**src/rtl/jk_bank_arbiter.sv**
```systemverilog
// -----------------------------------------------------------------------------
// jk_bank_arbiter
//
// Purpose:
//   Shared bank of NBITS master-slave JK storage cells. NREQ requesters each
//   present one J/K command aimed at one cell. A round-robin arbiter picks one
//   command at a time, and a three-state sequencer applies it:
//     IDLE   : arbitrate and capture the winning command
//     MASTER : evaluate the JK rule against the visible cell value into the
//              master stage (gnt pulse to the winner during this cycle)
//     SLAVE  : transfer the master value to the visible slave (q)
//   Every command occupies exactly three cycles. This block is the only writer
//   of JK cell state in the flip-flop subsystem.
//
// Ports:
//   clk      in   rising-edge clock
//   reset    in   asynchronous, active-high reset
//   req      in   [NREQ]       per-requester level request
//   idx      in   [NREQ*IDXW]  per-requester target cell, r at [r*IDXW +: IDXW]
//   jk       in   [NREQ*2]     per-requester {J,K}, r at [r*2 +: 2]
//   gnt      out  [NREQ]       one-hot grant, single-cycle pulse (registered)
//   busy     out               command in flight (combinational from state)
//   done     out               single-cycle completion pulse (registered)
//   done_id  out  [RIDW]       requester id of the completed command
//   err      out               with done: target index was out of range and
//                              the command was dropped
//   q        out  [NBITS]      visible (slave) value of every cell
// -----------------------------------------------------------------------------
module jk_bank_arbiter #(
    parameter int NREQ  = 4,
    parameter int NBITS = 8,
    parameter int IDXW  = 3,
    parameter int RIDW  = 2
) (
    input  logic                   clk,
    input  logic                   reset,
    input  logic [NREQ-1:0]        req,
    input  logic [NREQ*IDXW-1:0]   idx,
    input  logic [NREQ*2-1:0]      jk,
    output logic [NREQ-1:0]        gnt,
    output logic                   busy,
    output logic                   done,
    output logic [RIDW-1:0]        done_id,
    output logic                   err,
    output logic [NBITS-1:0]       q
);

    typedef enum logic [1:0] {
        ST_IDLE   = 2'd0,
        ST_MASTER = 2'd1,
        ST_SLAVE  = 2'd2
    } state_t;

    // -------------------------------------------------------------------------
    // Helper functions
    // -------------------------------------------------------------------------

    // JK characteristic: 00 hold, 01 reset, 10 set, 11 toggle.
    function automatic logic jk_eval(input logic [1:0] cmd, input logic cur);
        logic nxt;
        case (cmd)
            2'b00:   nxt = cur;
            2'b01:   nxt = 1'b0;
            2'b10:   nxt = 1'b1;
            2'b11:   nxt = ~cur;
            default: nxt = cur;
        endcase
        return nxt;
    endfunction

    // First set request at or above ptr, wrapping modulo NREQ.
    function automatic logic [RIDW-1:0] rr_pick(input logic [NREQ-1:0] r,
                                                input logic [RIDW-1:0] ptr);
        logic [RIDW-1:0] w;
        logic            found;
        int              c;
        w     = {RIDW{1'b0}};
        found = 1'b0;
        for (int i = 0; i < NREQ; i++) begin
            c = (int'(ptr) + i) % NREQ;
            if (!found && r[c]) begin
                w     = RIDW'(c);
                found = 1'b1;
            end else begin
                w     = w;
                found = found;
            end
        end
        return w;
    endfunction

    // One-hot cell select; an index at or beyond NBITS decodes to all zeros,
    // so an out-of-range command cannot disturb any cell.
    function automatic logic [NBITS-1:0] cell_decode(input logic [IDXW-1:0] i);
        logic [NBITS-1:0] dec;
        for (int b = 0; b < NBITS; b++) begin
            dec[b] = (32'(i) == 32'(b));
        end
        return dec;
    endfunction

    // Binary requester id to one-hot grant vector.
    function automatic logic [NREQ-1:0] id_onehot(input logic [RIDW-1:0] w);
        logic [NREQ-1:0] oh;
        for (int r = 0; r < NREQ; r++) begin
            oh[r] = (32'(w) == 32'(r));
        end
        return oh;
    endfunction

    // -------------------------------------------------------------------------
    // State
    // -------------------------------------------------------------------------
    state_t            state_q,   state_d;
    logic [NBITS-1:0]  q_q,       q_d;
    logic [NBITS-1:0]  master_q,  master_d;
    logic [RIDW-1:0]   rr_q,      rr_d;
    logic [RIDW-1:0]   win_q,     win_d;
    logic [IDXW-1:0]   idx_q,     idx_d;
    logic [1:0]        jk_q,      jk_d;
    logic              errf_q,    errf_d;
    logic [NREQ-1:0]   gnt_q,     gnt_d;
    logic              done_q,    done_d;
    logic [RIDW-1:0]   done_id_q, done_id_d;
    logic              err_q,     err_d;

    // Combinational helpers
    logic [RIDW-1:0]   pick_s;
    logic [NBITS-1:0]  sel_s;
    logic              in_range_s;
    logic              cur_bit_s;
    logic              new_bit_s;

    // Arbitration result for the current request vector and pointer.
    assign pick_s     = rr_pick(req, rr_q);
    // Decoded target cell of the captured command.
    assign sel_s      = cell_decode(idx_q);
    assign in_range_s = (32'(idx_q) < 32'(NBITS));
    // Visible value of the target cell (0 when out of range; unused then).
    assign cur_bit_s  = |(q_q & sel_s);
    assign new_bit_s  = jk_eval(jk_q, cur_bit_s);

    // Next-state and datapath logic for the three-state sequencer.
    always_comb begin
        state_d   = state_q;
        q_d       = q_q;
        master_d  = master_q;
        rr_d      = rr_q;
        win_d     = win_q;
        idx_d     = idx_q;
        jk_d      = jk_q;
        errf_d    = errf_q;
        gnt_d     = {NREQ{1'b0}};
        done_d    = 1'b0;
        done_id_d = {RIDW{1'b0}};
        err_d     = 1'b0;

        case (state_q)
            ST_IDLE: begin
                if (|req) begin
                    win_d   = pick_s;
                    idx_d   = idx[int'(pick_s)*IDXW +: IDXW];
                    jk_d    = jk[int'(pick_s)*2 +: 2];
                    errf_d  = 1'b0;
                    // Registered here so the pulse lines up with MASTER.
                    gnt_d   = id_onehot(pick_s);
                    state_d = ST_MASTER;
                end else begin
                    state_d = ST_IDLE;
                end
            end

            ST_MASTER: begin
                // sel_s is all zeros out of range, so master holds then.
                master_d = (master_q & ~sel_s) | (sel_s & {NBITS{new_bit_s}});
                errf_d   = ~in_range_s;
                state_d  = ST_SLAVE;
            end

            ST_SLAVE: begin
                if (!errf_q) begin
                    q_d = (q_q & ~sel_s) | (master_q & sel_s);
                end else begin
                    q_d = q_q;
                end
                done_d    = 1'b1;
                done_id_d = win_q;
                err_d     = errf_q;
                // Pointer moves past the winner whether or not it errored.
                rr_d      = RIDW'((int'(win_q) + 1) % NREQ);
                state_d   = ST_IDLE;
            end

            default: begin
                state_d = ST_IDLE;
            end
        endcase
    end

    // State register with asynchronous active-high reset.
    always_ff @(posedge clk or posedge reset) begin
        if (reset) begin
            state_q   <= ST_IDLE;
            q_q       <= {NBITS{1'b0}};
            master_q  <= {NBITS{1'b0}};
            rr_q      <= {RIDW{1'b0}};
            win_q     <= {RIDW{1'b0}};
            idx_q     <= {IDXW{1'b0}};
            jk_q      <= 2'b00;
            errf_q    <= 1'b0;
            gnt_q     <= {NREQ{1'b0}};
            done_q    <= 1'b0;
            done_id_q <= {RIDW{1'b0}};
            err_q     <= 1'b0;
        end else begin
            state_q   <= state_d;
            q_q       <= q_d;
            master_q  <= master_d;
            rr_q      <= rr_d;
            win_q     <= win_d;
            idx_q     <= idx_d;
            jk_q      <= jk_d;
            errf_q    <= errf_d;
            gnt_q     <= gnt_d;
            done_q    <= done_d;
            done_id_q <= done_id_d;
            err_q     <= err_d;
        end
    end

    assign busy    = (state_q != ST_IDLE);
    assign gnt     = gnt_q;
    assign done    = done_q;
    assign done_id = done_id_q;
    assign err     = err_q;
    assign q       = q_q;

endmodule

```
**config.mk**
```make
export PLATFORM = sky130hd
export DESIGN_NAME = jk_bank_arbiter
export DESIGN_NICKNAME = d
export VERILOG_FILES = /design/src/rtl/jk_bank_arbiter.sv
export SDC_FILE = /design/constraint.sdc
export NUM_CORES = 1
export LEC_CHECK = 0
export BUFFER_PORTS_ARGS = -buffer_cell sky130_fd_sc_hd__clkbuf_2
export CAP_MARGIN = 20
export CORE_AREA = 5 5 93 74
export CTS_BUF_LIST = sky130_fd_sc_hd__clkbuf_4 sky130_fd_sc_hd__clkbuf_8
export DETAILED_ROUTE_END_ITERATION = 8
export DIE_AREA = 0 0 98 79
export PLACE_DENSITY_LB_ADDON = 0.1
export SYNTH_ARGS = -nofsm -noshare
export SYNTH_HDL_FRONTEND = slang
export SYNTH_SLANG_ARGS = --single-unit
```
**constraint.sdc**
```tcl
create_clock -name clk -period 2.14 [get_ports clk]
set_input_delay 0 -clock clk [delete_from_list [all_inputs] [get_ports clk]]
set_output_delay 0 -clock clk [all_outputs]
set_load 0.01 [all_outputs]
```
Word level (Yosys, flattened, before mapping)
Cells that the tools add are included.
Word-level totals
  bits in registers: 36
  input bits: 26
  output and inout bits: 17
  word-level logic and storage cells: 100
Cells by class
  add/sub/neg operators: 4
  multiply operators: 1
  $lt $le $gt $ge: 4
  equality and inequality tests: 16
  shifts and indexed selects: 2
  multiplexer cells: 28
  bitwise operators: 13
  reductions and logical operators: 20
Operators by type and width (count)
  8-bit bitwise AND: 5
  8-bit OR: 2
  1-bit 2-to-1 mux: 14
  3-bit == test, second input constant: 4
  3-bit by 4-bit less-than comparator with 1-bit output, second input constant: 3
  12-bit by 5-bit indexed part select with 3-bit output: 1
  2-bit == test, second input constant: 5
  2-bit 2-to-1 mux: 5
  1-bit binary-select mux with 2-bit select: 4
  4-bit 2-to-1 mux: 2
  8-bit inverter: 1
  8-bit OR reduction: 1
  8-bit by 4-bit indexed part select with 2-bit output: 1
  2-bit by 1-bit == test with 1-bit output, second input constant: 3
  3-bit by 2-bit == test with 1-bit output, second input constant: 2
  2-bit zero test: 3
  2-bit AND reduction: 3
  2-bit OR reduction: 3
  2-bit by 1-bit adder with 2-bit output, second input constant: 2
  2-bit adder, second input constant: 2
  2-bit by 2-bit multiplier with 4-bit output, second input constant: 1
  1-bit one-hot mux with 4 select lines: 1
  2-bit one-hot mux with 2 select lines: 1
  2-bit nonzero test: 2
  other kinds (10): 17

Depth between registers and ports, before layout
Gate-level depths: netlist of the first run.
  depth after elaboration: 17
  mapped depth: 6
  depth with buffers taken out: 6

Least setup slack after synthesis of the first run
No wires, ideal clock.
  path type: reg-to-reg
  start point: reg idx_q[2]
  end point: reg with a tool-made name
  data arrival time: 1.473 ns
  data required time: 2.075 ns
  slack: 0.602 ns
  cell stages (with the launch flop): 7
  buffers on the path: 1
  clock period less this slack: 1.538 ns
  path through: dfrtp_1 > buf_6 > nor4b_2 > a41oi_1 > o2111ai_2 > mux2i_2 > mux2_2
RTL lines
  start, declared: line 119  | logic [IDXW-1:0] idx_q, idx_d;
  start signal, assigned: line 208  | idx_q <= {IDXW{1'b0}};
  start signal, assigned: line 221  | idx_q <= idx_d;

==> flow_summary.toml, run 1 <==
[worst_setup_path]
end_kind = "flop"
required_ns = 2.36
r2r_cells = 5
crit_type = "flop to flop"
cp.arrival_ns = 2.12
r2r_slack_ns = 0.24
crit_path_start_kind = "flop"
slowest_stage = "dfrtp_1"
cpPeakStageDelay_ns = 0.56
crit_fanout = 12
r2r_start = "idx_q[0]$_DFFE_PP0P_"
crit_chain = "and2b_1, a22oi_1, o2111ai_2, mux2i_2, mux2_2"

[sta]
setup_viol = 0
maxSlewHeadroom_pct = 60.7
maxSlewViolCount = 0
tightest_slew_ns = 0.587
hold_viol = 0
fmax_ghz = 0.527
fin_crit_sh_pct = 88.7
period_minus_slack_ns = 1.90
rsz0062_at_grt = "no"
setup-tns-final_ns = 0
fin_skew_ns = 0.00596

[floorplanning]
die_w_um = 98
ios = 43
die_h_um = 79
die_area_um2 = 7740
rows = 25
start_util_pct = 29.4
core_area_um2 = 5970

[cts]
clockRootBuffer = "clkbuf_8"
cts_tree = "done"
clk_pin_slew_ns = 0.07
clk_latency_ns = 0.28
cts_buffer_depth = 2
clock_sinks = 34
cts_buffers = 5
post_cts_resize_count = 0
h-tree-depth = 2

[synth]
synth_edf_count = 0
yosys.area_share.xor_xnor_pct = 0.499
synth_top_family_by_area = "simple AND/OR/NAND/NOR gates"
synth_warnings = 0
avgSynthCellArea_um2 = 11.3
ys_async_sr_fraction_pct = 100
synth-compound-area-share_pct = 11.5
syn_nets = 181
netlist_instances = 155
synth-seq-area-share_pct = 48.4
synth_cell_types = 48
synth_mux_area_share_pct = 14.5
synthAdderAreaFrac_pct = 0
yosys.area_share.simple_pct = 20.9
netlist_area_um2 = 1760
ys.flop_type = "dfrtp_1"
synth-seq-cells = 34

[global_route]
grt-busiest-layer = "met2"
use_met1_pct = 14.6
grt_overflow = 0
grtUsageMet2_pct = 18.1
grt_pass1_vias = 1401
grt_pass1_wl_mm = 6.87
grt_max_degree = 35
met3_usage_pct = 2.90
grt_usage_pct = 11.2
antenna_found_initial = 0

[placement]
port_buffers = 41
gp_congestion = 0.853
dpl.hpwl_mm = 3.23

[final_layout]
nets = 228
layout.core_utilization_pct = 35.9
syn2layout_area_growth_pct = 21.9
antennaDiodeCount = 0
fillers = 623
drive_gt1_share_pct = 41.6

[job]
cap_violations = 0

[pwr]
p_seq_share_pct = 41.8
p_comb_share_pct = 42.6
power_mw = 2.86
p_int_mw = 1.73
p_sw_mw = 1.13
power.density_nw_per_um2 = 1330
clkPwrFrac_pct = 15.6
p_leak_nw = 1.01
p_sw_share_pct = 39.4
ir_drop_mv = 0.583

[drt]
drtIter0Drc = 27
ant_nets = 0
first_pass_iters = 4
routed_wl_mm = 4.12
post_drt_via_cell_ratio = 4.67
vias = 1322
drc = 0
avgRoutedWirePerCell_um = 14.6

[worst_hold_path]
holdPathEnd = "idx_q[2]$_DFFE_PP0P_"
min_delay_path_depth = 3
hold_start = "idx[11]"
worst_hold_path_type = "input port to flop"

[run_status]
outcome = "finished, final reports clean"
==> how the worst max path moves through the flow <==
stage | from | depth (start not counted) | slack, ns | to
2_1_floorplan | idx_q[2]$_DFFE_PP0P_ | 6 | 0.60 | flop
3_3_place_gp | idx_q[2]$_DFFE_PP0P_ | 5 | 0.30 | flop
3_5_place_dp | idx_q[0]$_DFFE_PP0P_ | 5 | 0.26 | flop
4_1_cts | idx_q[0]$_DFFE_PP0P_ | 5 | 0.24 | flop
5_1_grt | idx_q[0]$_DFFE_PP0P_ | 5 | 0.07 | flop
6_report | idx_q[0]$_DFFE_PP0P_ | 5 | 0.24 | flop
==> cells in the mapped netlist (all sizes together) (2+ instances only) <==
cell | n | area share, %
a21oi | 3 | 0.85
mux2i | 6 | 3.6
a211oi | 4 | 1.7
and3b | 2 | 1.0
inv | 6 | 1.3
nand2 | 9 | 1.9
nand3 | 7 | 2.0
dfrtp | 34 | 48
mux2 | 17 | 11
nor2 | 13 | 3.1
o21ai | 4 | 1.4
nor2b | 5 | 1.8
nor3 | 2 | 0.57
nand4 | 2 | 0.71
and2b | 7 | 3.3
nor4b | 2 | 2.2
and2 | 2 | 0.71
a221oi | 6 | 3.0
buf | 5 | 2.2
clkbuf | 2 | 0.50
==> worst max-delay path: cells and delay by family, from the launching register on <==
family / cells / cell delay [ns]
simple gates: 1 / 0.29
mux: 2 / 0.61
flops: 1 / 0.56
compound gates: 2 / 0.37
==> per-layer routing <==
layer	vias to the layer above	routed length, um
met2	18	1980
met1	651	1960
met4	0	48
li1	647	-
met3	6	124
met5	-	0
==> power groups by stage <==
stage          clock (mW)  combinational [mW]  sequential [mW]
2_1_floorplan           0               0.927             1.12
3_3_place_gp            0                1.22             1.20
3_5_place_dp            0                1.24             1.21
4_1_cts             0.466                1.25             1.20
5_1_grt             0.484                1.36             1.25
6_report            0.445                1.22             1.20
==> cells in the final DEF (no fill, tap or decap), drive strengths merged, types with 3 or more instances in the layout <==
| cell | Yosys | final |
|---|---|---|
| inv | 6 | 6 |
| dfrtp | 34 | 34 |
| o21ai | 4 | 4 |
| nand3 | 7 | 7 |
| a211oi | 4 | 4 |
| mux2i | 6 | 6 |
| a21oi | 3 | 3 |
| nor2b | 5 | 5 |
| nor2 | 13 | 13 |
| nand2 | 9 | 9 |
| mux2 | 17 | 17 |
| a221oi | 6 | 6 |
| buf | 5 | 5 |
| and2b | 7 | 7 |
| clkbuf | 2 | 46 |
==> cell type report <==
class,instances,area [um^2],area share [%]
sequential,34,851,39.7
multi-input combinational,108,836,39.0
timing repair buffer,47,253,11.8
tap,81,101,4.73
clock buffer,5,68.8,3.21
inverter,6,22.5,1.05
clock inverter,2,10.0,0.467
==> stage by stage <==
step | hold slack (ns) | cells | cell area (um^2) | setup slack, ns
after detailed placement | 0.109 | 275 | 2050 | 0.263
after global routing | 0.0664 | 283 | 2140 | 0.0664
after floorplan | 0.142 | 155 | 1760 | 0.602
after CTS | 0.0573 | 283 | 2140 | 0.236
final | 0.0474 | 283 | 2140 | 0.242
after global placement | 0.0936 | 275 | 2050 | 0.304
==> logic make-up after synthesis <==
kind of cell              Yosys count
muxes                              23
and+or+nand+nor                    58
buffers and inverters              13
AOI/OAI and AO/OA                  25
other                               1
xor gates and xnor gates            1
DFF                                34
==> timing repair <==
| item | CTS | global route |
|---|---|---|
| setup endpoints to repair | 0 | 0 |
| hold buffers | 1 | 0 |
| setup buffers | 0 | 0 |
| hold endpoints to repair | 34 | 0 |
(Power assumes the default switching activity.)
==> run 2, diff against run 1 <==
--- a/config.mk
+++ b/config.mk
@@ -5,12 +5,13 @@
 export SDC_FILE = /design/constraint.sdc
 export NUM_CORES = 1
 export LEC_CHECK = 0
+export ABC_AREA = 1
 export BUFFER_PORTS_ARGS = -buffer_cell sky130_fd_sc_hd__clkbuf_2
 export CAP_MARGIN = 20
-export CORE_AREA = 5 5 93 74
+export CORE_AREA = 5 5 98 77
 export CTS_BUF_LIST = sky130_fd_sc_hd__clkbuf_4 sky130_fd_sc_hd__clkbuf_8
 export DETAILED_ROUTE_END_ITERATION = 8
-export DIE_AREA = 0 0 98 79
+export DIE_AREA = 0 0 103 82
 export PLACE_DENSITY_LB_ADDON = 0.1
 export SYNTH_ARGS = -nofsm -noshare
 export SYNTH_HDL_FRONTEND = slang
==> run 2 against run 1 <==
Effect of this change:
- via count grew 31%
- combinational power grew 74%
- clock skew grew 0.0035 ns
- critical path depth grew 10
- worst hold slack lost 0.017 ns
- final area grew 12%
- final cell count grew 39%
- global-route usage grew 0.94 points
- non-clock buffer count shrank 1
- clock power grew 66%
- area after synthesis grew 11%
- critical path type unchanged
- synthesized cell count grew 68%
==> flow_summary.toml, run 2 <==
[pwr]
ir_drop_mv = 0.550
p_leak_nw = 1.26
power.density_nw_per_um2 = 1670

[worst_setup_path]
crit_type = "flop to flop"
end_kind = "flop"
reg2reg_to = "idx_q[0]$_DFFE_PP0P_"
required_ns = 2.36
r2r_slack_ns = 0.27
crit_path_start_kind = "flop"
crit_fanout = 14
cp.arrival_ns = 2.09
r2r_start = "rr_q[0]$_DFFE_PP0P_"
r2r_cells = 15

[synth]
netlist_instances = 261
ys_async_sr_fraction_pct = 100
syn_nets = 287
synth_cell_types = 28
synth-seq-area-share_pct = 43.6
synth-seq-cells = 34
avgSynthCellArea_um2 = 7.48
synth.top_cells.by_area = "dfrtp_1 (44%), nand2_1 (12%), nor2_1 (9.2%), nand2_2 (6.4%), inv_1 (4.8%)"
ys.flop_type = "dfrtp_1"
synth_top_area_share_pct = 43.6
synth_commonest_cells = "nand2_1 (61), nor2_1 (48), dfrtp_1 (34)"
yosysMostFrequentCell = "nand2_1"
synth_top_area_cell = "dfrtp_1"
synth_warnings = 0
synth_edf_count = 0
netlist_area_um2 = 1950

[placement]
port_buffers = 41
gp_congestion = 0.826
dpl.hpwl_mm = 3.66

[cts]
cts_buffers = 5
post_cts_resize_count = 0
cts_tree = "done"
clk_latency_ns = 0.29
clock_sinks = 34
h-tree-depth = 2
clockRootBuffer = "clkbuf_8"
cts_buffer_depth = 2
clk_pin_slew_ns = 0.08

[floorplanning]
core_area_um2 = 6570
ios = 43
start_util_pct = 29.7
die_h_um = 82
die_area_um2 = 8450
die_w_um = 103
rows = 26

[final_layout]
mostFrequentLayoutCell = "nand2_1"
antennaDiodeCount = 0
nets = 334
final_cell_mix = "nand2_1 (61), nor2_1 (48), clkbuf_2 (41)"
layout.core_utilization_pct = 36.4
drive_gt1_share_pct = 28.5
syn2layout_area_growth_pct = 22.5

[global_route]
antenna_found_initial = 0
grt_usage_pct = 12.1
grt_max_degree = 35
grt_pass1_vias = 1647
grt_overflow = 0
grt_pass1_wl_mm = 7.93

[sta]
fmax_ghz = 0.535
setup-tns-final_ns = 0
maxSlewViolCount = 0
hold_viol = 0
fin_skew_ns = 0.00941
setup_viol = 0
holdWs_ns = 0.0306
fin_crit_sh_pct = 87.3
rsz0062_at_grt = "no"
period_minus_slack_ns = 1.87

[job]
cap_violations = 0

[drt]
routed_wl_mm = 4.68
post_drt_via_cell_ratio = 4.41
avgRoutedWirePerCell_um = 11.9
drtIter0Drc = 57
first_pass_iters = 7
ant_nets = 0
drc = 0
vias = 1732

[worst_hold_path]
holdPathEnd = "jk_q[1]$_DFFE_PP0P_"
worst_hold_path_type = "input port to flop"
min_delay_path_depth = 5
hold_start = "jk[5]"

[run_status]
outcome = "finished, final reports clean"
## run 2: changes by cell type after synthesis, moves of 5 or more
cell      before  now
nand2_1        9   61
nor2_1        11   48
inv_1          5   25
nand2_2        0   20
a21oi_1        3   15
mux2_2        12    0
nand3_1        7   15
a221oi_1       6    0
and2b_2        5    0
mux2_1         5    0
mux2i_1        5    0
nor2b_1        5    0
o21ai_0        3    8
## run 2: logic make-up (layout without fill, tap and decap cells)
logic type | after synthesis | in the layout | share of synthesized area, %
flops | 34 | 34 | 43.6
compound gates | 34 | 34 | 10.3
simple gates | 157 | 157 | 37.6
buf+inv | 35 | 83 | 8.33
other cells | 1 | 1 | 0.192
## run 2: routing by layer
| metal | up-vias | GRT usage, % | part of all wire, % |
|---|---|---|---|
| li1 | 916 | - | - |
| met1 | 768 | 17.9 | 52 |
| met2 | 43 | 17.3 | 41 |
| met3 | 5 | 3.23 | 5.9 |
| met4 | 0 | 3.10 | 0.90 |
| met5 | - | 0 | 0 |
## run 2: what timing repair did
item,CTS,global route
buffers inserted,0,0
hold buffers,1,0
endpoints found under the hold margin,34,0
## run 2: power breakdown
group | total [mW] | internal (mW) | switching [mW]
clock | 0.739 | 0.497 | 0.241
sequential | 1.14 | 0.942 | 0.198
combinational | 2.12 | 0.718 | 1.40
total | 4.00 | 2.16 | 1.84
## run 2: worst max path at each step
stage          cells past startpoint                start  slack, ns                   end
3_5_place_dp                      15  rr_q[0]$_DFFE_PP0P_       0.25  idx_q[1]$_DFFE_PP0P_
2_1_floorplan                     14  rr_q[0]$_DFFE_PP0P_       0.52  idx_q[2]$_DFFE_PP0P_
3_3_place_gp                       9  rr_q[0]$_DFFE_PP0P_       0.24   jk_q[0]$_DFFE_PP0P_
5_1_grt                           15  rr_q[0]$_DFFE_PP0P_       0.03  idx_q[1]$_DFFE_PP0P_
6_report                          15  rr_q[0]$_DFFE_PP0P_       0.27  idx_q[0]$_DFFE_PP0P_
4_1_cts                           15  rr_q[0]$_DFFE_PP0P_       0.25  idx_q[1]$_DFFE_PP0P_
## run 2: final cells by class
class                   count  area [um^2]
fillers                   712         4180
multi-input cells         192          938
flip-flops and latches     34          851
repair buffers             46          245
inverters                  29          109
well taps                  84          105
clock buffers               6         82.6
clock inverters             2         60.1
## run 2: stage by stage
| stage | cell area (um^2) | std cells | total power [mW] | setup WS, ns |
|---|---|---|---|---|
| after global routing | 2390 | 393 | 4.39 | 0.0343 |
| after global placement | 2240 | 384 | 3.32 | 0.240 |
| after floorplan | 1950 | 261 | 2.79 | 0.523 |
| after detailed placement | 2240 | 384 | 3.29 | 0.255 |
| after CTS | 2390 | 393 | 4.06 | 0.245 |
| final | 2390 | 393 | 4.00 | 0.272 |
## run 2: critical path: stages (launching register included)
cell and delay, ns:
dfrtp_1 0.39, inv_2 0.19, nand2_1 0.10, nand2_2 0.10
nand2_1 0.11, nand2_2 0.10, inv_2 0.06, nand2_4 0.05
nand2_2 0.06, nand2_4 0.10, nand2_4 0.14, inv_2 0.14
nand2_1 0.06, nand2_1 0.07, nor2_1 0.04, nor2_1 0.10
==> run 3, diff against run 2 <==
--- a/config.mk
+++ b/config.mk
@@ -12,6 +12,7 @@
 export CTS_BUF_LIST = sky130_fd_sc_hd__clkbuf_4 sky130_fd_sc_hd__clkbuf_8
 export DETAILED_ROUTE_END_ITERATION = 8
 export DIE_AREA = 0 0 103 82
+export GPL_TIMING_DRIVEN = 0
 export PLACE_DENSITY_LB_ADDON = 0.1
 export SYNTH_ARGS = -nofsm -noshare
 export SYNTH_HDL_FRONTEND = slang
==> constraint.sdc (replaced) <==
create_clock -name clk -period 2.3 [get_ports clk]
set_input_delay 0 -clock clk [delete_from_list [all_inputs] [get_ports clk]]
set_output_delay 0 -clock clk [all_outputs]
set_load 0.01 [all_outputs]
==> run 3 against run 2 <==
Effect of this change:
- register-to-register slack better by 0.19 ns
- sequential power down 9%
- worst hold slack worse by 0.0014 ns
- largest cell class unchanged
- highest routed layer unchanged
==> flow_summary.toml, run 3 (same netlist as run 2, synthesis figures left out) <==
[run_status]
outcome = "finished, final reports clean"

[drt]
avgRoutedWirePerCell_um = 11.7
post_drt_via_cell_ratio = 4.38
drtIter0Drc = 41
routed_wl_mm = 4.63
ant_nets = 0
drc = 0
first_pass_iters = 4
vias = 1734

[pwr]
p_sw_mw = 1.73
power_mw = 3.58
p_leak_nw = 1.26
p_seq_share_pct = 29.0
power.density_nw_per_um2 = 1490
p_comb_share_pct = 57.9
p_sw_share_pct = 48.3
p_int_mw = 1.85
clkPwrFrac_pct = 13.0
ir_drop_mv = 0.757

[final_layout]
final_cell_mix = "nand2_1 (61), nor2_1 (48), clkbuf_2 (41)"
fillers = 711
nets = 337
syn2layout_area_growth_pct = 22.7
drive_gt1_share_pct = 28.8
layout.core_utilization_pct = 36.4
mostFrequentLayoutCell = "nand2_1"
antennaDiodeCount = 0

[sta]
fmax_ghz = 0.544
rsz0062_at_grt = "no"
tightest_slew_ns = 0.709
setup-tns-final_ns = 0
maxSlewViolCount = 0
holdWs_ns = 0.0292
maxSlewHeadroom_pct = 52.7
fin_crit_sh_pct = 79.9
setup_viol = 0
hold_viol = 0
fin_skew_ns = 0.0107
period_minus_slack_ns = 1.84

[job]
cap_violations = 0

[placement]
gp_congestion = 0.776
port_buffers = 41
dpl.hpwl_mm = 3.62

[cts]
clk_latency_ns = 0.29
cts_buffers = 5
cts_tree = "done"
cts_buffer_depth = 2
clock_sinks = 34
clk_pin_slew_ns = 0.08
h-tree-depth = 2
clockRootBuffer = "clkbuf_8"
post_cts_resize_count = 0

[worst_setup_path]
crit_type = "flop to flop"
required_ns = 2.49
cp.arrival_ns = 2.02
end_kind = "flop"
crit_path_start_kind = "flop"
crit_fanout = 10

[global_route]
grt_overflow = 0
grt_pass1_vias = 1653
antenna_found_initial = 0
grt_max_degree = 20
grt_pass1_wl_mm = 7.73
grt_usage_pct = 11.8

[floorplanning]
ios = 43
die_area_um2 = 8450
die_h_um = 82
die_w_um = 103
core_area_um2 = 6570
rows = 26
start_util_pct = 29.7

[worst_hold_path]
worst_hold_path_type = "input port to flop"
## run 3: path summary, 6_finish.rpt
| path | startpoint | end | slack (ns) | depth (start not counted) |
|---|---|---|---|---|
| max | state_q[1]$_DFF_PP0_ | idx_q[0]$_DFFE_PP0P_ | 0.46 | 7 |
| min | jk[5] | jk_q[1]$_DFFE_PP0P_ | 0.03 | 5 |
| max reg2reg | state_q[1]$_DFF_PP0_ | idx_q[0]$_DFFE_PP0P_ | 0.46 | 7 |
| min reg2reg | win_q[0]$_DFFE_PP0P_ | rr_q[1]$_DFFE_PP0P_ | 0.47 | 1 |
| max in group asynchronous | reset | async pin | 1.41 | 4 |
| min in group asynchronous | reset | async pin | 0.35 | 3 |
## run 3: power groups by stage
stage | registers [mW] | logic [mW] | clock network (mW)
final | 1.04 | 2.07 | 0.466
after global routing | 1.08 | 2.36 | 0.508
after CTS | 1.04 | 2.11 | 0.483
after detailed placement | 1.05 | 2.10 | 0
after global placement | 1.05 | 2.10 | 0
after floorplan | 1.07 | 1.53 | 0
## run 3: per-layer routing
metal  part of all wire (%)  vias up  GRT usage (%)
li1                       -      925              -
met1                     55      772           17.1
met2                     39       35           16.7
met3                    5.1        2           4.16
met4                   0.45        0           3.10
met5                      0        -              0
## run 3: what timing repair did
action / in CTS / in global routing
buffers inserted: 0 / 0
setup endpoints to repair: 0 / 0
endpoints found under the hold margin: 15 / 0
hold buffers: 1 / 0
## run 3: worst max-delay path: stages (launching register included)
cell and delay, ns:
dfrtp_1 0.40, nor2_1 0.10, inv_1 0.07, a41oi_1 0.23
clkbuf_1 0.38, nand2_1 0.29, o21bai_1 0.21, nor2_1 0.05
## run 3: stage by stage
step	area, um^2	worst slack [ns]	instances
2_1_floorplan	1950	0.683	261
3_3_place_gp	2260	0.429	386
3_5_place_dp	2290	0.467	387
4_1_cts	2390	0.441	396
5_1_grt	2390	0.224	396
6_report	2390	0.462	396
## run 3: final cells by class
cell class	count	area (um^2)	area share (%)
Buffer	6	53.8	2.25
Clock buffer	6	82.6	3.45
Clock inverter	2	12.5	0.522
Inverter	29	109	4.55
Multi-Input combinational cell	192	938	39.2
Sequential cell	34	851	35.5
Tap cell	84	105	4.39
Timing Repair Buffer	43	243	10.1
